===== src/rtl/ram_arbiter.sv =====
// ram_arbiter: round-robin arbiter/sequencer turning two clients' read/write requests (req*/rsp*) into RAM 10-bit command words (ram_rx_valid, ram_din) and capturing ram_dout for read responses
module ram_arbiter #(
  parameter int ADDR_SIZE = 8
) (
  input  logic                 clk,
  input  logic                 rst,
  input  logic                 req0_valid,
  output logic                 req0_ready,
  input  logic                 req0_wr,
  input  logic [ADDR_SIZE-1:0] req0_addr,
  input  logic [7:0]           req0_wdata,
  output logic                 rsp0_valid,
  output logic [7:0]           rsp0_rdata,
  input  logic                 req1_valid,
  output logic                 req1_ready,
  input  logic                 req1_wr,
  input  logic [ADDR_SIZE-1:0] req1_addr,
  input  logic [7:0]           req1_wdata,
  output logic                 rsp1_valid,
  output logic [7:0]           rsp1_rdata,
  output logic                 ram_rx_valid,
  output logic [9:0]           ram_din,
  input  logic [7:0]           ram_dout
);
  typedef enum logic [1:0] {IDLE, ADDR, DATA, WAIT} state_t;
  state_t state, state_nx;
  logic last_grant, owner, grant, hs, wr_q, sel_wr;
  logic [7:0] wdata_q, sel_addr, sel_wdata;
  // with a single requester grant follows it; on contention the client not served last wins
  always_comb begin
    grant      = (req0_valid && req1_valid) ? ~last_grant : req1_valid;
    hs         = state == IDLE && !rst && (req0_valid || req1_valid);
    req0_ready = hs && !grant;
    req1_ready = hs && grant;
    sel_wr     = grant ? req1_wr : req0_wr;
    sel_addr   = 8'(grant ? req1_addr : req0_addr);
    sel_wdata  = grant ? req1_wdata : req0_wdata;
    state_nx   = state == IDLE ? (hs ? ADDR : IDLE) :
                 state == ADDR ? DATA :
                 state == DATA ? (wr_q ? IDLE : WAIT) : IDLE;
  end
  always_ff @(posedge clk or posedge rst)
    if (rst) state <= IDLE;
    else     state <= state_nx;
  always_ff @(posedge clk or posedge rst)
    if (rst) begin
      last_grant   <= 1'b1;
      owner        <= 1'b0;
      wr_q         <= 1'b0;
      wdata_q      <= 8'h00;
      ram_rx_valid <= 1'b0;
      ram_din      <= 10'h000;
      rsp0_valid   <= 1'b0;
      rsp1_valid   <= 1'b0;
      rsp0_rdata   <= 8'h00;
      rsp1_rdata   <= 8'h00;
    end else begin
      rsp0_valid <= 1'b0;
      rsp1_valid <= 1'b0;
      case (state)
        IDLE: if (hs) begin
          owner        <= grant;
          last_grant   <= grant;
          wr_q         <= sel_wr;
          wdata_q      <= sel_wdata;
          ram_rx_valid <= 1'b1;
          ram_din      <= {sel_wr ? 2'b00 : 2'b10, sel_addr};
        end
        ADDR: ram_din <= wr_q ? {2'b01, wdata_q} : {2'b11, 8'h00};
        DATA: begin
          ram_rx_valid <= 1'b0;
          ram_din      <= 10'h000;
          rsp0_valid   <= wr_q && !owner;
          rsp1_valid   <= wr_q && owner;
        end
        WAIT: begin
          // the read command was sampled on the previous edge, so ram_dout is current now
          rsp0_valid <= !owner;
          rsp1_valid <= owner;
          if (owner) rsp1_rdata <= ram_dout;
          else       rsp0_rdata <= ram_dout;
        end
      endcase
    end
endmodule

===== config.mk =====
export PLATFORM = sky130hd
export DESIGN_NAME = ram_arbiter
export DESIGN_NICKNAME = d
export VERILOG_FILES = /design/src/rtl/ram_arbiter.sv
export SDC_FILE = /design/constraint.sdc
export NUM_CORES = 1
export LEC_CHECK = 0
export CORE_ASPECT_RATIO = 1.75
export CORE_UTILIZATION = 25
export DETAILED_ROUTE_END_ITERATION = 8
export DONT_BUFFER_PORTS = 1
export PLACE_DENSITY_LB_ADDON = 0.08
export SYNTH_ARGS = -nofsm -noshare
export SYNTH_HDL_FRONTEND = slang
export SYNTH_SLANG_ARGS = --single-unit

===== constraint.sdc =====
create_clock -name clk -period 3 [get_ports clk]
set_input_delay 0.3 -clock clk [delete_from_list [all_inputs] [get_ports clk]]
set_output_delay 0.3 -clock clk [all_outputs]
set_load 0.05 [all_outputs]

### Word-level counts from Yosys, hierarchy flattened

Cells that the tools add are included.

| storage, ports and cells | value |
|---|---|
| input port bits | 46 |
| output and inout bits | 31 |
| register bits | 42 |
| word-level logic and storage cells | 53 |

| cells by class | value |
|---|---|
| bitwise operators | 2 |
| reductions and logical operators | 19 |
| mux-type cells | 17 |
| eq/ne operators | 4 |

Operators by type and width:

| cell | count |
|---|---|
| $pmux W10 S3 | 1 |
| $mux W10 | 2 |
| $mux W8 | 2 |
| $mux W2 | 5 |
| $reduce_and A2 Y1 | 5 |
| $logic_and A1 B1 Y1 | 7 |
| $pmux W1 S2 | 3 |
| $eq A2 B2 Y1 const B | 2 |
| $mux W1 | 4 |
| $logic_not A1 Y1 | 3 |
| $reduce_bool A3 Y1 | 1 |
| $eq A2 B1 Y1 const B | 1 |
| $logic_not A2 Y1 | 1 |
| $ne A2 B2 Y1 const B | 1 |
| $not A1 Y1 | 2 |
| $reduce_bool A2 Y1 | 1 |
| $logic_or A1 B1 Y1 | 1 |

### Longest topological paths before layout

| logic depth | value |
|---|---|
| word-level depth | 6 |
| depth in mapped cells | 7 |
| mapped depth without buffers | 5 |

### Worst setup path after synthesis

Ideal clock, no wire load.

| timing path | value |
|---|---|
| kind | reg2reg |
| start point | register state[0] |
| end point | register wdata_q[0] |
| setup time | 0.068 ns |
| data arrival time | 1.696 ns |
| path buffers | 1 |
| required time | 2.932 ns |
| stages on the path, launching flop included | 7 |
| setup slack | 1.236 ns |
| period minus slack after synthesis | 1.764 ns |
| cell sequence | dfrtp_1 -> inv_1 -> ha_1 -> buf_4 -> nand2b_2 -> nor3_4 -> a221o_1 |

| between the ends | value |
|---|---|
| word-level cells in the longest chain between the ends | 4 |

Ends and longest elaborated chain:

| element | RTL line | source |
|---|---|---|
| from (decl) | 26 | `state_t state, state_nx;` |
| from (signal assigned) | 44 | `else state <= state_nx;` |
| $logic_not A2 Y1 * | 32, 60 |  |
| $logic_and A1 B1 Y1 (2 in series) | 32 | `hs = state == IDLE && !rst && (req0_valid \|\| req1_valid);` |
| $reduce_and A2 Y1 (no line) * | n/a |  |
| to (signal assigned) | 65 | `wdata_q <= sel_wdata;` |
| to (decl) | 28 | `logic [7:0] wdata_q, sel_addr, sel_wdata;` |

Mark *: on every way between the ends. The rest lies on a longest branch, timed or not.
A chain may end at the register's enable or synchronous reset.

### Worst setup path in the final report

| timing path | value |
|---|---|
| start point | register state[1] |
| end point | output req1_ready |

| between the ends | value |
|---|---|
| word-level cells in the longest chain between the ends | 4 |

Ends and longest elaborated chain:

| element | RTL line | source |
|---|---|---|
| $logic_not A2 Y1 | 32 |  |
| $logic_and A1 B1 Y1 (2 in series) | 32 |  |
| $logic_and A1 B1 Y1 | 34 | `req1_ready = hs && grant;` |
| to (decl) | 15 | `output logic req1_ready,` |

Every way passes these cells.

==> reports/qor.yml <==
status:
  status: "completed"
timing:
  slew_viol_final: 0
  fin_setup_tns_ps: 0
  rsz0062_at_grt: "false"
  final_hold_viol_count: 0
  fin_crit_sh_pct: 82.3
  max_freq_ghz: 0.405
  max_slew_margin_pct: 48.1
  setup_viol: 0
  worst_pin_slew_ps: 775
  skew_ps: 1.69
  period_needed_ps: 2470
power:
  intPower_uw: 1470
  finalPower_uw: 2910
  ir_drop_uv: 377
  p_sw_uw: 1440
  switching_share_pct: 49.3
  seqPwrFrac_pct: 57.5
  combPwrFrac_pct: 25.2
  p_per_area_mw_per_mm2: 1280
  leakage_uw: 0.000952
  clockPowerShare_pct: 17.3
synthesis:
  synth.distinct_cells: 32
  yosysWarnings: 0
  synth_compound_area_share_pct: 20.2
  synthAdderAreaFrac_pct: 3.08
  synthMuxAreaShare_pct: 13.8
  syn_inst: 165
  syn_avg_cell_area_um2: 12.3
  synth_top_family_by_area: "compound AO/OA/AOI/OAI gates"
  synthXorXnorAreaFrac_pct: 0
  syn-num-nets: 216
  yosysSeqAreaShare_pct: 51.7
  synth-simple-area-share_pct: 5.97
  syn_area_mm2: 0.00203
  synth-seq-cells: 42
floorplan:
  dieHeight_um: 121
  die_area_mm2: 0.00852
  io_pins: 77
  initial_utilization_pct: 25.7
  core-area_mm2: 0.00791
  die_x_um: 70.2
  row_count: 43
worst_setup_path:
  critPathBufInv: 2
  path_delay_family: "adder cells"
  max_stage_delay_ps: 540
  r2r_slack_ps: 860
  slowest_stage: "ha_1"
  end_kind: "primary output"
  path_cells: "inv_1 > ha_1 > nand2b_2 > nor2b_2 > buf_4"
  crit_fanout: 16
  reg2reg_depth: 6
  path_depth: 5
  worst_setup_path_start_kind: "register"
  cp.arrival_ps: 2170
  cp.required_ps: 2700
  crit_type: "reg2out"
routing:
  drt-total-wl_um: 4600
  drtAntennaViolNets: 0
  vias: 1340
  drcViolationCount: 0
  vias_per_cell: 5.23
  first_pass_iters: 4
  wl_per_cell_um: 18.0
  drt_iter0_drc: 38
clock_tree:
  cts_buffer_depth: 2
  htree_levels: 2
  clkSlewWorstSetupHoldPaths_ps: 60
  worstSkewPairLatency_ps: 280
  clkSinkCount: 42
  ctsResizeCount: 0
  cts_buffers: 5
  hold_buffers: 1
  cts_setup_buffers: 0
  cts_root_buffer: "clkbuf_16"
  cts_tree: "built"
layout:
  fill_cells: 793
  syn_to_final_growth_pct: 11.6
  seqCellArea_mm2: 0.00105
  multi_input_area_um2: 878
  drive_gt1_share_pct: 21.7
  final_nets: 217
  n_antenna_cell: 0
grt:
  globalRouteOverflowTotal: 0
  grt_pass1_vias: 1443
  grt.total_usage_pct: 11.7
  grt_pass1_wl_um: 7650
  antenna_found_initial: 0
  use_met3_pct: 2.91
  busiest_layer: "met2"
  grt_util_met1_pct: 13.4
  grt_max_degree: 29
  grt_util_met2_pct: 20.5
placed_design:
  port_buffers: 0
  dp_hpwl_um: 3610
  gp_congestion: 0.718
worst_hold_path:
  hold_class: "in2reg"
  hold_depth: 1
flow_run:
  drv_cap: 0
## through the flow
stage | util, % | hold WS, ps | instances | instance area [um^2] | setup WS, ps
after global placement | 26.9 | 179 | 248 | 2130 | 934
after detailed placement | 26.9 | 189 | 248 | 2130 | 835
after global routing | 28.7 | 156 | 256 | 2270 | 352
after CTS | 28.7 | 160 | 256 | 2270 | 532
after floorplan | - | 445 | 165 | 2030 | 1240
final | 28.7 | 166 | 256 | 2270 | 531
## power groups by stage
| stage | sequential [uW] | combinational [uW] | clock [uW] |
|---|---|---|---|
| 6_report | 1670 | 733 | 504 |
| 3_3_place_gp | 1690 | 721 | 0 |
| 2_1_floorplan | 1610 | 635 | 0 |
| 5_1_grt | 1710 | 825 | 547 |
| 4_1_cts | 1680 | 746 | 522 |
| 3_5_place_dp | 1700 | 741 | 0 |
## cells in the mapped netlist
| master | n | area (um^2) |
|---|---|---|
| nand2b_1 | 1 | 6.26 |
| ha_1 | 5 | 62.6 |
| o221ai_1 | 8 | 70.1 |
| a21o_1 | 4 | 30.0 |
| a21oi_2 | 1 | 8.76 |
| nor2b_1 | 2 | 12.5 |
| buf_2 | 4 | 20.0 |
| nand2_1 | 2 | 7.51 |
| or3_1 | 1 | 6.26 |
| a211o_1 | 9 | 78.8 |
| dfstp_2 | 1 | 26.3 |
| o21bai_1 | 1 | 7.51 |
| nor3_4 | 1 | 16.3 |
| mux2i_1 | 9 | 90.1 |
| dfrtp_1 | 41 | 1030 |
| a221o_1 | 9 | 90.1 |
| a21oi_1 | 1 | 5.00 |
| inv_1 | 12 | 45.0 |
| o21a_1 | 8 | 60.1 |
| a2111oi_0 | 1 | 8.76 |
| o2bb2ai_1 | 1 | 8.76 |
| a211oi_1 | 1 | 7.51 |
| nand2b_2 | 1 | 8.76 |
| clkbuf_1 | 5 | 18.8 |
| buf_4 | 3 | 22.5 |
| o21ai_0 | 3 | 15.0 |
| o41ai_1 | 1 | 8.76 |
| mux2_2 | 17 | 191 |
| or2_2 | 1 | 6.26 |
| nand4_1 | 8 | 50.1 |
| a21boi_2 | 1 | 11.3 |
| nor2_1 | 2 | 7.51 |
## state kept, by name, indices dropped and copies added, names as in the netlist
register      cells
rsp1_rdata        8
ram_rx_valid      1
rsp0_valid        1
wr_q              1
last_grant        1
rsp1_valid        1
rsp0_rdata        8
ram_din          10
wdata_q           8
state             2
owner             1
## layout make-up
| class | instances | area share, % |
|---|---|---|
| well taps | 90 | 4.96 |
| repair buffers | 6 | 2.09 |
| flip-flops and latches | 42 | 46.3 |
| clock inverters | 2 | 0.441 |
| multi-input cells | 99 | 38.7 |
| inverters | 12 | 1.98 |
| clock buffers | 5 | 5.51 |
## per-layer routing
metal,vias to the layer above,wire [um]
li1,626,-
met1,641,1910
met2,67,2340
met3,6,278
met4,0,76
met5,-,0
## logic make-up after synthesis
| group | after synthesis |
|---|---|
| AOI/OAI and AO/OA | 49 |
| DFF | 42 |
| muxes | 26 |
| and+or+nand+nor | 19 |
| buffers and inverters | 24 |
| adders and majority gates | 5 |
## worst paths after layout
| check | startpoint | end |
|---|---|---|
| max | state[1]$_DFF_PP0_ | req1_ready |
| min | req0_wdata[4] | wdata_q[4]$_DFFE_PP0P_ |
| max reg2reg | state[1]$_DFF_PP0_ | wdata_q[1]$_DFFE_PP0P_ |
| min reg2reg | last_grant$_DFFE_PP1P_ | last_grant$_DFFE_PP1P_ |
| max in group asynchronous | rst | state[1]$_DFF_PP0_ |
| min in group asynchronous | rst | wdata_q[6]$_DFFE_PP0P_ |
## worst reg2reg max path, delay by kind of cell (launching register included)
kind	cells	cell delay (ps)
compound gates	1	190
fa+ha+maj	1	540
buf+inv	2	380
flops	1	420
simple gates	2	540
## placed cells by master (no fill, tap or decap)
cell	netlist	layout
nor2b_1	2	1
o21ai_0	3	3
nand4_1	8	8
nand2b_2	1	1
o221ai_1	8	8
dfrtp_1	41	41
ha_1	5	5
nand2b_1	1	1
nand2_1	2	2
a2111oi_0	1	1
a211oi_1	1	1
o41ai_1	1	1
nor3_4	1	1
dlygate4sd3_1	0	1
a21oi_2	1	1
a21o_1	4	4
o21bai_1	1	1
buf_4	3	5
clkinv_1	0	1
a21oi_1	1	1
a221o_1	9	9
nor2b_2	0	1
inv_1	12	11
a211o_1	9	9
o21a_1	8	8
clkinv_2	0	2
mux2_2	17	17
or3_1	1	1
or2_2	1	1
nor2_1	2	2
dfstp_2	1	1
a21boi_2	1	1
o2bb2ai_1	1	1
clkbuf_16	0	5
mux2i_1	9	9
Note: power is estimated with default switching activity, not from simulation.
